<file path="config.mk">
export PLATFORM = sky130hd
export DESIGN_NAME = pio_ep_mem_initiator
export DESIGN_NICKNAME = d
export VERILOG_FILES = /design/src/rtl/pio_ep_mem_initiator_pkg.sv /design/src/rtl/pio_ep_mem_initiator.sv
export SDC_FILE = /design/constraint.sdc
export NUM_CORES = 1
export LEC_CHECK = 0
export CAP_MARGIN = 20
export CORE_MARGIN = 5
export CORE_UTILIZATION = 49
export CTS_BUF_LIST = sky130_fd_sc_hd__clkbuf_2 sky130_fd_sc_hd__clkbuf_4 sky130_fd_sc_hd__clkbuf_8
export CTS_CLUSTER_SIZE = 28
export DETAILED_ROUTE_END_ITERATION = 10
export GPL_TIMING_DRIVEN = 0
export PLACE_DENSITY = 0.88
export SYNTH_ARGS = -nofsm -noshare
export SYNTH_HDL_FRONTEND = slang
export SYNTH_SLANG_ARGS = --single-unit
export TNS_END_PERCENT = 10
</file>
<file path="constraint.sdc">
create_clock -name clk -period 3.3 [get_ports clk]
set_clock_uncertainty 0.05 [all_clocks]
set_input_delay 0.495 -clock clk [delete_from_list [all_inputs] [get_ports clk]]
set_output_delay 0.495 -clock clk [all_outputs]
set_load 0.05 [all_outputs]
</file>
<file path="src/rtl/pio_ep_mem_initiator_pkg.sv">
// Shared encodings, widths and payload types for the endpoint register-access initiator.
package pio_ep_mem_initiator_pkg;

    localparam int unsigned ADDR_W = 14;
    localparam int unsigned DATA_W = 32;
    localparam int unsigned WBE_W  = 8;
    localparam int unsigned RBE_W  = 4;
    localparam int unsigned CNT_W  = 8;
    localparam int unsigned LAT_W  = 3;
    localparam int unsigned ST_W   = 3;

    localparam logic [ST_W-1:0] ST_IDLE    = 3'd0;
    localparam logic [ST_W-1:0] ST_WR_WAIT = 3'd1;
    localparam logic [ST_W-1:0] ST_RD_WAIT = 3'd2;
    localparam logic [ST_W-1:0] ST_RD_CAPT = 3'd3;
    localparam logic [ST_W-1:0] ST_RSP     = 3'd4;

    localparam logic [1:0] REG_BAR0 = 2'b01;
    localparam logic [1:0] REG_BAR2 = 2'b10;

    localparam logic [5:0] REG_ID       = 6'h00;
    localparam logic [5:0] REG_DIPSW_RD = 6'h01;
    localparam logic [5:0] REG_LED      = 6'h02;

    typedef struct packed {
        logic              write;
        logic [ADDR_W-1:0] addr;
        logic [WBE_W-1:0]  be;
        logic [DATA_W-1:0] data;
    } cmd_t;

endpackage

</file>
<file path="src/rtl/pio_ep_mem_initiator.sv">
// Requester for the endpoint register-access interface: one command in,
// one timed access on rd_*/wr_*, one response out.
module pio_ep_mem_initiator
    import pio_ep_mem_initiator_pkg::*;
#(
    parameter int unsigned RD_LAT     = 1,
    parameter int unsigned WR_TIMEOUT = 255
) (
    input  logic              clk,
    input  logic              sys_rst_n,
    input  logic              cmd_valid,
    output logic              cmd_ready,
    input  logic              cmd_write,
    input  logic [ADDR_W-1:0] cmd_addr,
    input  logic [WBE_W-1:0]  cmd_be,
    input  logic [DATA_W-1:0] cmd_data,
    output logic              rsp_valid,
    input  logic              rsp_ready,
    output logic              rsp_write,
    output logic              rsp_err,
    output logic [DATA_W-1:0] rsp_data,
    output logic [ADDR_W-1:0] rd_addr,
    output logic [RBE_W-1:0]  rd_be,
    input  logic [DATA_W-1:0] rd_data,
    output logic [ADDR_W-1:0] wr_addr,
    output logic [WBE_W-1:0]  wr_be,
    output logic [DATA_W-1:0] wr_data,
    output logic              wr_en,
    input  logic              wr_busy
);

    localparam logic [LAT_W-1:0] LAT_INIT = LAT_W'(RD_LAT - 1);
    localparam logic [CNT_W-1:0] TO_LIMIT = CNT_W'(WR_TIMEOUT);
    localparam bit               TO_EN    = (WR_TIMEOUT != 0);

    cmd_t cmd_in;
    assign cmd_in = '{write: cmd_write, addr: cmd_addr, be: cmd_be, data: cmd_data};

    logic [ST_W-1:0]   state_q, state_d;
    logic [LAT_W-1:0]  lat_q, lat_d;
    logic [CNT_W-1:0]  to_q, to_d;
    logic              cmd_ready_d, wr_en_d;
    logic              rsp_valid_d, rsp_write_d, rsp_err_d;
    logic [DATA_W-1:0] rsp_data_d, wr_data_d;
    logic [ADDR_W-1:0] rd_addr_d, wr_addr_d;
    logic [RBE_W-1:0]  rd_be_d;
    logic [WBE_W-1:0]  wr_be_d;

    // State and registered outputs
    always_ff @(posedge clk or negedge sys_rst_n) begin
        if (!sys_rst_n) begin
            state_q   <= ST_IDLE;
            lat_q     <= '0;
            to_q      <= '0;
            cmd_ready <= 1'b1;
            rsp_valid <= 1'b0;
            rsp_write <= 1'b0;
            rsp_err   <= 1'b0;
            rsp_data  <= '0;
            rd_addr   <= '0;
            rd_be     <= '0;
            wr_addr   <= '0;
            wr_be     <= '0;
            wr_data   <= '0;
            wr_en     <= 1'b0;
        end else begin
            state_q   <= state_d;
            lat_q     <= lat_d;
            to_q      <= to_d;
            cmd_ready <= cmd_ready_d;
            rsp_valid <= rsp_valid_d;
            rsp_write <= rsp_write_d;
            rsp_err   <= rsp_err_d;
            rsp_data  <= rsp_data_d;
            rd_addr   <= rd_addr_d;
            rd_be     <= rd_be_d;
            wr_addr   <= wr_addr_d;
            wr_be     <= wr_be_d;
            wr_data   <= wr_data_d;
            wr_en     <= wr_en_d;
        end
    end

    // Next-state and next-output logic
    always_comb begin
        state_d     = state_q;
        lat_d       = lat_q;
        to_d        = to_q;
        rsp_valid_d = rsp_valid;
        rsp_write_d = rsp_write;
        rsp_err_d   = rsp_err;
        rsp_data_d  = rsp_data;
        rd_addr_d   = rd_addr;
        rd_be_d     = rd_be;
        wr_addr_d   = wr_addr;
        wr_be_d     = wr_be;
        wr_data_d   = wr_data;
        wr_en_d     = 1'b0;

        case (state_q)
            ST_IDLE: begin
                if (cmd_valid && cmd_ready) begin
                    to_d = '0;
                    if (cmd_in.write) begin
                        wr_addr_d = cmd_in.addr;
                        wr_be_d   = cmd_in.be;
                        wr_data_d = cmd_in.data;
                        state_d   = ST_WR_WAIT;
                    end else begin
                        rd_addr_d = cmd_in.addr;
                        rd_be_d   = cmd_in.be[RBE_W-1:0];
                        lat_d     = LAT_INIT;
                        state_d   = ST_RD_WAIT;
                    end
                end
            end
            ST_WR_WAIT: begin
                // Strobe is decided on the same edge busy is sampled; no lookahead
                if (!wr_busy) begin
                    wr_en_d     = 1'b1;
                    rsp_valid_d = 1'b1;
                    rsp_write_d = 1'b1;
                    rsp_err_d   = 1'b0;
                    rsp_data_d  = '0;
                    state_d     = ST_RSP;
                end else begin
                    to_d = to_q + CNT_W'(1);
                    if (TO_EN && (to_d == TO_LIMIT)) begin
                        rsp_valid_d = 1'b1;
                        rsp_write_d = 1'b1;
                        rsp_err_d   = 1'b1;
                        rsp_data_d  = '0;
                        state_d     = ST_RSP;
                    end
                end
            end
            ST_RD_WAIT: begin
                // rd_addr stays put: the responder muxes rd_data on it combinationally
                if (lat_q == '0) begin
                    state_d = ST_RD_CAPT;
                end else begin
                    lat_d = lat_q - LAT_W'(1);
                end
            end
            ST_RD_CAPT: begin
                rsp_data_d  = rd_data;
                rsp_valid_d = 1'b1;
                rsp_write_d = 1'b0;
                rsp_err_d   = 1'b0;
                state_d     = ST_RSP;
            end
            ST_RSP: begin
                if (rsp_ready) begin
                    rsp_valid_d = 1'b0;
                    state_d     = ST_IDLE;
                end
            end
            default: begin
                state_d = ST_IDLE;
            end
        endcase

        cmd_ready_d = (state_d == ST_IDLE);
    end

endmodule

</file>
==> impl_results.md, run 1 <==
- Total routed wirelength: 15100 um
- Synth Register Bits: 123
- Detailed Place HPWL: 10500 um
- Die Area: 12700 sq um
- CTS tree: yes
- CP max stage cell: clkdlybuf4s50_1
- Max Cap Viol: 0
- Drt first pass iters: 4
- Synth-to-Final Area Change: 50.8%
- PD cells: 1210 nW/um^2
- Slew @ Worst Pin: between 0.6 and 0.7 ns
- Compound-Gate Fraction of Synth Area: about an eighth
- Hold WC Path Type: flip-flop to flip-flop
- Clock Sinks: ~120
- Area taken by multi-input logic gates: 1920 sq um
- Crit path largest cell delay: 0.81 ns
- Mux contribution to synthesized area: 15.7%
- Post-layout util: 75.7%
- Crit path DAT: 1.77 ns
- Routed Antenna Nets: 0
- Routed vias/inst: around 5.4
- CP Buf/Inv Count: 1
- Worst-path cell chain: clkdlybuf4s50_1
- Worst VDD drop: 958 uV
- Site row count: 37
- Vias after detailed routing: 4220
- Fmax: 0.432 GHz
- Power Total: 0.00938 W
- Setup crit end kind: output pin
- P_leak: 3.27 nW
- Hold endpoint: wr_addr[9]$_DFFE_PN0P_
- Hold Path Origin: wr_addr[9]$_DFFE_PN0P_
- CTS root buffer: clkbuf_8
- Crit-path max FO: 3
- Area post-placement: approximately 7400 sq um
- Die Wd: approximately 110 um
- Period utilization: a little over two thirds
- First-pass GRT wire length: 24300 um
- Share of layout cells above drive strength 1: about 20%
- Yosys cell types: 44
- Residual DRC count: 0
- Initial antenna violation count: 0
- Wire length per cell: 19.3 um
- Reg-to-Reg Start: cmd_ready$_DFF_PN1_
- Initial drt markers: 269
- Synth Warn #: 0
- Post-synth net total: 510
- Antenna diodes: 0
- Startpoint types: flip-flop
- CP top delay family: buffers and inverters
- Core ar.: 10300 sq um
- Synthesized area: 5160 sq um
- XOR/XNOR Fraction of Synth Area: 0.170%
- CTS Hold Bufs: 1
- Post-CTS Repair Setup Buffers: 0
- Design Area, Final: 7780 sq um
- Post-Synth Adder-Cell Area: 0.970%
- Reg2reg setup slack: 1.06 ns
- Nets: roughly 730
- Largest net degree at the start of global routing: 70
- Top-Level Pins: 201
- Final Max Tran Viols: 0
- Worst reg2reg path depth: 6
- Post-synthesis simple-gate area fraction: 7.27%
- RSZ-0062 raised after global routing: false
- CTS Buf Count: 17
- Hold path cells: 1
- Relative slew slack: 59.1%
- Main combinational cell family by area after synthesis: multiplexers
- Max Root-Sink Buffers: 2
- # setup viols final: 0
- PortBufs: 200
- Post-synthesis sequential area ratio: 59.7%
- Congestion Overflow GR: 0
- Post-CTS resize count: 0
- Clock-pin slew on the worst setup and hold paths: 0.07 ns
- RePlAce Congestion: between 0.7 and 0.8
- Tmin final: 2.32 ns
- # H-tree levels: 4
- R2r endpoint: rd_addr[12]$_DFFE_PN0P_
- Cells after Synth: 414
- Vias in the first global route: between 4000 and 5000
- Hold Fails Final Rpt: 0
- Outcome: complete, no violations
- Avg Cell Area, Syn: approximately 12 sq um
- Effective utilization at floorplan: 50.2%
- Reg area: 3080 sq um
- Worst-skew pair later-pin latency: 0.42 ns
- GR Util All Layers: 24.5%
- Setup CP Type: flip-flop to output pin
- Die span in y: 113 um
- CP required: 2.75 ns
- Filler Cells Inserted: 697
==> cell usage after synthesis (all sizes together) <==
cell	number	share of area (%)
dfrtp	122	59
mux2	72	16
o21ai	47	5.3
nand2	45	3.3
a22oi	32	4.7
buf	14	1.8
clkbuf	11	0.80
nor2	11	0.95
inv	7	0.51
a21oi	5	0.48
and3	5	0.63
nand3	5	0.58
ha	4	0.97
nor2b	4	0.48
nor3	3	0.29
o31ai	3	0.44
nand3b	2	0.29
nand4	2	0.24
o31a	2	0.34
a21o	1	0.15
a221o	1	0.19
a221oi	1	0.17
a22o	1	0.17
a2bb2oi	1	0.17
a311o	1	0.19
a31oi	1	0.12
a41oi	1	0.17
and2	1	0.12
and3b	1	0.17
dfstp	1	0.51
nand2b	1	0.12
nor4	1	0.12
o2111ai	1	0.17
o211ai	1	0.15
o22ai	1	0.12
o41ai	1	0.17
xnor2	1	0.17
==> cells by family (layout without fill, tap and decap cells) <==
group / count (synthesis) / count (layout)
buffers and inverters: 32 / 265
and+or+nand+nor: 81 / 81
adders and majority gates: 4 / 4
xor gates and xnor gates: 1 / 1
DFF: 123 / 123
muxes: 72 / 72
AOI/OAI and AO/OA: 101 / 101
==> worst max path at each step <==
stage,endpoint,cells after the start,start,slack [ns]
finish,cmd_ready,1,cmd_ready$_DFF_PN1_,0.98
global route,rd_addr[12]$_DFFE_PN0P_,6,cmd_ready$_DFF_PN1_,0.92
CTS,cmd_ready,1,cmd_ready$_DFF_PN1_,0.95
detailed placement,rd_addr[12]$_DFFE_PN0P_,7,cmd_valid,0.71
global placement,rsp_data[12]$_DFFE_PN0P_,1,sys_rst_n,-2.91
floorplan,rd_addr[10]$_DFFE_PN0P_,6,cmd_ready$_DFF_PN1_,1.28
==> sequential cells by signal, summed over array words and instances (netlist names) <==
name,cells
cmd_ready,1
lat_q,3
rd_addr,14
rd_be,4
rsp_data,32
rsp_err,1
rsp_valid,1
rsp_write,1
state_q,3
to_q,8
wr_addr,14
wr_be,8
wr_data,32
wr_en,1
==> layer usage <==
layer	global-route usage (%)	vias to the layer above	wire (um)
met5	0	-	0
met4	7.29	0	144
met3	12.7	14	1790
met2	41.7	174	7720
met1	26.7	2100	5490
li1	-	1932	-
==> cells in the final DEF, fill, tap and decap left out, types with 2 or more instances in the layout <==
cell type        Yosys  routed
clkdlybuf4s50_1      0     199
dfrtp_1            122     122
mux2_2              72      72
nand2_1             45      45
a22oi_1             32      32
o21ai_0             27      27
clkbuf_8             0      19
clkbuf_1            11      11
nor2_1              10      10
buf_2               10      10
o21ai_2             10      10
o21ai_1             10      10
inv_1                7       7
a21oi_1              5       5
nor2b_1              4       4
nand3_1              4       4
and3_1               4       4
buf_6                3       4
ha_1                 4       4
clkbuf_4             0       4
clkinv_2             0       4
nor3_1               3       3
o31ai_1              3       3
bufinv_16            0       3
nand3b_1             2       2
o31a_1               2       2
nand4_1              2       2
==> final cells by class <==
type                            instances  area share (%)
Sequential cell                       123            39.6
Timing Repair Buffer                  202            26.2
Multi-Input combinational cell        259            24.7
Clock buffer                           23            3.75
Tap cell                              136            2.19
Buffer                                 25            1.70
Clock inverter                          8            1.51
Inverter                                7           0.338
==> worst reg2reg max path, delay by kind of cell (launching register included) <==
family | cells | cell delay [ns]
AND/OR/NAND/NOR | 3 | 0.62
flip-flops | 1 | 0.54
buffers and inverters | 2 | 0.55
multiplexers | 1 | 0.38
==> through the flow <==
stage,TNS [ns],setup slack (ns),hold slack [ns],cells
after floorplan,0,1.28,0.149,414
after global placement,-355.51,-2.91,0.437,750
after detailed placement,0,0.709,0.432,751
after CTS,0,0.950,0.459,783
after global routing,0,0.915,0.473,783
final,0,0.983,0.458,783
==> where the power goes <==
group	internal [W]	switching, W	total (W)
sequential	0.00222	0.000478	0.00269
clock	0.000812	0.000566	0.00138
combinational	0.00190	0.00341	0.00531
No activity file was read; power rests on OpenSTA's default activity.
==> run 2, diff against run 1 <==
CORE_UTILIZATION = 41   (was 49)
PLACE_DENSITY = 0.79   (was 0.88)
clock period = 1.93 ns   (was 3.3 ns; I/O delays follow)
==> run 2 against run 1 <==
Against the previous run: die area grew 18%; sequential power increased by 67%; cell area grew 2.8%; global-route usage is 5.1 points lower; via count down 0.31%; combinational power is 59% higher; critical path depth is 7 higher; routed wire length fell by 5.9%; setup slack got worse by 0.96 ns; clock power rose by 67%; critical endpoint is now rsp_data[19]$_DFFE_PN0P_; highest routed layer unchanged.
==> impl_results.md, run 2 (same netlist as run 1, synthesis figures left out) <==
- Outcome: complete, no violations (unchanged)
- Largest regs: rsp_data (32), wr_data (32) (unchanged)
- Relative slew slack: 60.2% (was 59.1%)
- Setup WS pre-CTS: -0.258 ns (was 0.709 ns)
- PortBufs: 200 (unchanged)
- Largest net degree at the start of global routing: 93 (was 70)
- Startpoint types: flip-flop (unchanged)
- Routed vias/inst: 5.06 (was 5.39)
- Max Cap Viol: 0 (unchanged)
- Top-Level Pins: 201 (unchanged)
- Die span in y: 122 um (was 113 um)
- Drt first pass iters: 4 (unchanged)
- RSZ-0062 raised after global routing: true (was false)
- Wire length per cell: 17.1 um (was 19.3 um)
- Crit path largest cell delay: 0.43 ns (was 0.81 ns)
- Initial antenna violation count: 0 (unchanged)
- PD cells: 1910 nW/um^2 (was 1210 nW/um^2)
- CTS Buf Count: 17 (unchanged)
- NetSw: 0.00755 W (was 0.00445 W)
- Crit path DAT: 2.18 ns (was 1.77 ns)
- Hold WC Path Type: input port to asynchronous set/reset pin (was flip-flop to flip-flop)
- # H-tree levels: 4 (unchanged)
- Effective utilization at floorplan: 41.4% (was 50.2%)
- Die Area: 14900 sq um (was 12700 sq um)
- Most frequent cells in the layout: 120 x dfrtp_1, 109 x dlygate4sd2_1, 90 x clkdlybuf4s50_1 (was 199 x clkdlybuf4s50_1, 122 x dfrtp_1, 72 x mux2_2)
- First-pass GRT wire length: 22600 um (was 24300 um)
- CP required: 2.20 ns (was 2.75 ns)
- Congestion Overflow GR: 0 (unchanged)
- CP Buf/Inv Count: 3 (was 1)
- CP top delay family: buffers and inverters (unchanged)
- Detailed Place HPWL: 10300 um (was 10500 um)
- Vias after detailed routing: 4207 (was 4220)
- Logic gate share of total power: 55.4% (was 56.6%)
- Clock-pin slew on the worst setup and hold paths: 0.07 ns (about the same)
- Clk network pwr share: 15.1% (was 14.7%)
- Residual DRC count: 0 (unchanged)
- Crit-path max FO: 5 (was 3)
- P_leak: 3.51 nW (was 3.27 nW)
- Sw Share: 49.6% (was 47.4%)
- Most common cell after layout, fill and taps aside: dfrtp_1 (was clkdlybuf4s50_1)
- Final Max Tran Viols: 0 (unchanged)
- RePlAce Congestion: 0.787 (was 0.783)
- Setup crit end kind: flip-flop (was output pin)
- Finished Layout Cells: 832 (was 783)
- Seq pwr share: 29.5% (was 28.7%)
- Worst VDD drop: 1270 uV (was 958 uV)
- Fmax: 0.526 GHz
- Routed Antenna Nets: 0 (unchanged)
- Clock Sinks: 123 (unchanged)
- Synth-to-Final Area Change: 54.9% (was 50.8%)
- Worst-skew pair later-pin latency: 0.44 ns (was 0.42 ns)
- CTS root buffer: clkbuf_8 (unchanged)
- Share of layout cells above drive strength 1: 25.9% (was 20.6%)
- Final WS setup: 0.0280 ns (was 0.983 ns)
- Internal: 0.00768 W (was 0.00493 W)
- Total routed wirelength: 14300 um (was 15100 um)
- # placed instances: 787 (was 751)
- Slew @ Worst Pin: 0.597 ns (was 0.614 ns)
- Antenna diodes: 0 (unchanged)
- Nets: 743 (was 731)
- CTS tree: yes (unchanged)
- Period utilization: slightly below 100%
- Hold Fails Final Rpt: 0 (unchanged)
- Worst-path cell chain: buf_6 > inv_2 > ha_4 > nand3_1 > o31a_1 > nor2_4 > bufbuf_16 > o21ai_2 (was clkdlybuf4s50_1)
- Reg area: 3080 sq um (about the same)
- Core ar.: 12500 sq um (was 10300 sq um)
- Max Root-Sink Buffers: 2 (unchanged)
- Reg2reg setup slack: 0.03 ns (was 1.06 ns)
- Tmin final: between 1.5 and 2 ns
- Area taken by multi-input logic gates: 2040 sq um (was 1920 sq um)
- # setup viols final: 0 (unchanged)
- CP max stage cell: dfrtp_2 (was clkdlybuf4s50_1)
- Setup CP Type: flip-flop to flip-flop (was flip-flop to output pin)
- Filler Cells Inserted: 1026 (was 697)
- Site row count: 41 (was 37)
- Initial drt markers: 202 (was 269)
- Vias in the first global route: 4646 (was 4571)
- GR Util All Layers: 19.4% (was 24.5%)
- Die Wd: 122 um (was 113 um)
[run 2: cell types whose count changed in the layout (fill, tap and decap cells not counted), sizes merged]
| cell | delta |
|---|---|
| clkinvlp | +2 |
| clkdlybuf4s50 | -109 |
| bufbuf | +1 |
| buf | +9 |
| inv | +1 |
| dlygate4sd2 | +109 |
| nor2 | +1 |
| bufinv | -1 |
[run 2: through the flow]
stage / setup TNS, ns / utilization (%) / hold slack (ns) / area, sq um / power (W)
after floorplan: -0.0191 / - / -0.0561 / 5180 / 0.0104
after global placement: -518.71 / 59.3 / 0.438 / 7400 / 0.0134
after detailed placement: -16.31 / 59.6 / 0.142 / 7420 / 0.0136
after CTS: -0.102 / 63.0 / 0.229 / 7860 / 0.0153
after global routing: -1.33 / 64.1 / 0.259 / 8000 / 0.0160
final: 0 / 64.1 / 0.247 / 8000 / 0.0152
[run 2: layer usage]
| metal | track usage, % | share of wire (%) | vias to the layer above |
|---|---|---|---|
| met3 | 10.0 | 11 | 20 |
| met2 | 31.8 | 49 | 163 |
| met5 | 0 | 0 | - |
| li1 | - | - | 1956 |
| met1 | 21.3 | 38 | 2068 |
| met4 | 7.91 | 1.8 | 0 |
[run 2: area by class of cell]
type | instances | share of cell area, %
Tap cell | 172 | 2.69
Multi-Input combinational cell | 260 | 25.5
Inverter | 7 | 0.329
Sequential cell | 123 | 38.5
Timing Repair Buffer | 214 | 25.8
Clock buffer | 22 | 3.63
Buffer | 24 | 2.02
Clock inverter | 10 | 1.44
[run 2: worst paths after layout]
| kind | start | end | cells after the start |
|---|---|---|---|
| worst max-delay path | to_q[0]$_DFFE_PN0P_ | rsp_data[19]$_DFFE_PN0P_ | 8 |
| worst min-delay path | sys_rst_n | wr_addr[7]$_DFFE_PN0P_ | 2 |
| worst max register to register | to_q[0]$_DFFE_PN0P_ | rsp_data[19]$_DFFE_PN0P_ | 8 |
| worst min register to register | rd_addr[3]$_DFFE_PN0P_ | rd_addr[3]$_DFFE_PN0P_ | 1 |
| max in group asynchronous | sys_rst_n | to_q[0]$_DFFE_PN0P_ | 3 |
| min in group clk | cmd_data[2] | wr_data[2]$_DFFE_PN0P_ | 2 |
[run 2: repair_timing]
action,in CTS,in global routing
pin swaps,3,16
setup endpoints to repair,155,50
hold buffers,1,0
setup buffers,6,4
cloned,2,1
hold endpoints to repair,31,0
gates resized for setup,133,26
[run 2: power groups by stage]
| stage | registers (W) | logic, W | clock network (W) |
|---|---|---|---|
| finish | 0.00449 | 0.00844 | 0.00230 |
| global route | 0.00467 | 0.00889 | 0.00249 |
| CTS | 0.00450 | 0.00839 | 0.00237 |
| detailed placement | 0.00458 | 0.00902 | 0 |
| global placement | 0.00449 | 0.00886 | 0 |
| floorplan | 0.00840 | 0.00199 | 0 |
==> run 3, diff against run 2 <==
CORE_MARGIN = 2   (was 5)
RECOVER_POWER = 25   (was default)
==> run 3 against run 2 <==
Against the previous run: the flow now finishes with violations (negative setup slack); critical endpoint is now rsp_data[15]$_DFFE_PN0P_; sequential cell count unchanged; sequential share of layout area about the same; worst hold slack improved by 0.16 ns; routed wire length decreased by 2.4%.
==> impl_results.md, run 3 (same netlist as run 1, synthesis figures left out) <==
- # setup viols final: 3 (was 0)
- Startpoint types: flip-flop (unchanged)
- Die Area: 13500 sq um (was 14900 sq um)
- CTS root buffer: clkbuf_8 (unchanged)
- Initial antenna violation count: 0 (unchanged)
- Seq pwr share: 29.4% (was 29.5%)
- Max Cap Viol: 0 (unchanged)
- Crit path DAT: 2.22 ns (was 2.18 ns)
- CP max stage cell: dfrtp_2 (unchanged)
- Initial drt markers: 192 (was 202)
- Top-Level Pins: 201 (unchanged)
- Clk network pwr share: 15.7% (was 15.1%)
- Antenna diodes: 0 (unchanged)
- NetSw: 0.00746 W (was 0.00755 W)
- Tmin final: 1.94 ns (was 1.90 ns)
- Post-layout util: 65.7% (was 64.1%)
- Setup WS pre-CTS: -0.247 ns (was -0.258 ns)
- Setup crit end kind: flip-flop (unchanged)
- Core ar.: 12200 sq um (was 12500 sq um)
- CP endpoint: rsp_data[15]$_DFFE_PN0P_ (was rsp_data[19]$_DFFE_PN0P_)
- Worst-skew pair later-pin latency: 0.44 ns (about the same)
- Routed vias/inst: 5.10 (was 5.06)
- Filler Cells Inserted: 971 (was 1026)
- Total routed wirelength: 13900 um (was 14300 um)
- Detailed Place HPWL: 9910 um (was 10300 um)
- CTS tree: yes (unchanged)
- Reg-to-Reg Start: to_q[0]$_DFFE_PN0P_ (unchanged)
- Period utilization: 101% (was 98.5%)
- Drt first pass iters: 4 (unchanged)
- Sw Share: 48.8% (was 49.6%)
- Worst reg2reg path depth: 7 (was 8)
- Setup CP Type: flip-flop to flip-flop (unchanged)
- CTS Buf Count: 17 (unchanged)
- Final WS setup: -0.0105 ns (was 0.0280 ns)
- RSZ-0062 raised after global routing: true (unchanged)
- Crit-path max FO: 10 (was 5)
- # H-tree levels: 4 (unchanged)
- Wire length per cell: 16.8 um (was 17.1 um)
- # placed instances: 783 (was 787)
- Reg2reg setup slack: -0.01 ns (was 0.03 ns)
- Max Root-Sink Buffers: 2 (unchanged)
- RePlAce Congestion: 0.772 (was 0.787)
- Clock Sinks: 123 (unchanged)
- Failing checks: negative setup slack
- CP Launch Point: to_q[0]$_DFFE_PN0P_ (unchanged)
- Final Max Tran Viols: 0 (unchanged)
- Residual DRC count: 0 (unchanged)
- Congestion Overflow GR: 0 (unchanged)
- Hold Fails Final Rpt: 0 (unchanged)
- R2r endpoint: rsp_data[15]$_DFFE_PN0P_ (was rsp_data[19]$_DFFE_PN0P_)
- Most frequent cells in the layout: 120 x dfrtp_1, 109 x dlygate4sd2_1, 90 x clkdlybuf4s50_1 (unchanged)
- Crit path largest cell delay: 0.44 ns (was 0.43 ns)
- Nets: 746 (was 743)
- Fmax: 0.515 GHz (was 0.526 GHz)
- Finished Layout Cells: 829 (was 832)
- Die Wd: 116 um (was 122 um)
- Share of layout cells above drive strength 1: 25.4% (was 25.9%)
- Largest regs: rsp_data (32), wr_data (32) (unchanged)
- Relative slew slack: 47.2% (was 60.2%)
- Outcome: finished, violations left (was complete, no violations)
- Clock-pin slew on the worst setup and hold paths: 0.07 ns (about the same)
- CP required: 2.21 ns (was 2.20 ns)
- Effective utilization at floorplan: 42.4% (was 41.4%)
- Worst VDD drop: 1150 uV (was 1270 uV)
- Worst-path cell chain: ha_4 > o31a_1 > o31a_1 > nor2_4 > buf_6 > buf_6 > o21ai_1 (was buf_6 > inv_2 > ha_4 > nand3_1 > o31a_1 > nor2_4 > bufbuf_16 > o21ai_2)
- Most common cell after layout, fill and taps aside: dfrtp_1 (unchanged)
- Vias after detailed routing: 4230 (was 4207)
- Hold WC Path Type: input port to flip-flop (was input port to asynchronous set/reset pin)
- Synth-to-Final Area Change: 54.8% (was 54.9%)
- GR Util All Layers: 21.5% (was 19.4%)
- Area post-placement: 7420 sq um (about the same)
- Routed Antenna Nets: 0 (unchanged)
- Design Area, Final: 7990 sq um (was 8000 sq um)
- CP Buf/Inv Count: 2 (was 3)
- Site row count: 40 (was 41)
- Largest net degree at the start of global routing: 96 (was 93)
- P_leak: 3.52 nW (was 3.51 nW)
- Die span in y: 116 um (was 122 um)
- Logic gate share of total power: 54.9% (was 55.4%)
- PD cells: 1910 nW/um^2 (about the same)
- Internal: 0.00783 W (was 0.00768 W)
- CP top delay family: compound AO/OA/AOI/OAI gates (was buffers and inverters)
- PortBufs: 200 (unchanged)
- Number of cells on the critical path: 7 (was 8)
- Slew @ Worst Pin: 0.792 ns (was 0.597 ns)
- First-pass GRT wire length: 22100 um (was 22600 um)
- Vias in the first global route: 4540 (was 4646)
- Accumulated negative setup slack: -0.0137 ns (was 0 ns)
==> run 3: cell count changes in the layout (fill, tap and decap cells not counted), sizes merged <==
cell and change:
buf +4, bufinv +1, clkbuf +1, clkinv -1, clkinvlp -2, inv -1, nor2 -1
==> run 3: final cells by class <==
cell class                      instances  area [sq um]  area share (%)
Tap cell                              168           210            2.63
Buffer                                 24           139            1.74
Clock inverter                          7           113            1.41
Sequential cell                       123          3080            38.6
Multi-Input combinational cell        259          2020            25.3
Inverter                                7          28.8           0.360
Timing Repair Buffer                  218          2080            26.1
Clock buffer                           23           310            3.88
==> run 3: metal layers <==
layer	GRT usage, %	routed length, um	vias to the layer above
li1	-	-	1978
met1	23.0	5160	2075
met2	36.4	7190	165
met3	11.1	1440	12
met4	8.25	134	0
met5	0	0	-
==> run 3: stage by stage <==
stage | hold WS (ns) | total power (W)
final | 0.407 | 0.0153
after global routing | 0.372 | 0.0161
after CTS | 0.212 | 0.0153
after detailed placement | 0.133 | 0.0136
after global placement | 0.437 | 0.0133
after floorplan | -0.0561 | 0.0104
==> run 3: power groups by stage <==
stage	registers [W]	logic, W	clock network [W]
after floorplan	0.00840	0.00199	0
after global placement	0.00451	0.00883	0
after detailed placement	0.00458	0.00897	0
after CTS	0.00450	0.00837	0.00247
after global routing	0.00465	0.00885	0.00257
final	0.00449	0.00839	0.00241
==> run 3: worst register-to-register path, cell delays in order (launching register included) <==
cell and delay, ns:
dfrtp_2 0.44, ha_4 0.21, o31a_1 0.29, o31a_1 0.29, nor2_4 0.19, buf_6 0.16
buf_6 0.14, o21ai_1 0.08
==> run 3: how the worst min path moves through the flow <==
stage                       startpoint                 endpoint  depth (start not counted)
2_1_floorplan                sys_rst_n     lat_q[0]$_DFFE_PN0P_                          0
3_3_place_gp   wr_data[11]$_DFFE_PN0P_  wr_data[11]$_DFFE_PN0P_                          1
3_5_place_dp                 sys_rst_n   rd_addr[7]$_DFFE_PN0P_                          1
4_1_cts                      sys_rst_n   rd_addr[7]$_DFFE_PN0P_                          2
5_1_grt                   cmd_data[22]  wr_data[22]$_DFFE_PN0P_                          2
6_report                  cmd_data[22]  wr_data[22]$_DFFE_PN0P_                          2
==> run 3: timing repair <==
item / in CTS / in global routing
pin swaps: 8 / 14
hold buffers: 1 / 0
buffers inserted: 11 / 2
gates resized for setup: 136 / 24
endpoints found under the hold margin: 28 / 0
endpoints found under the setup margin: 145 / 62
cloned: 2 / 1
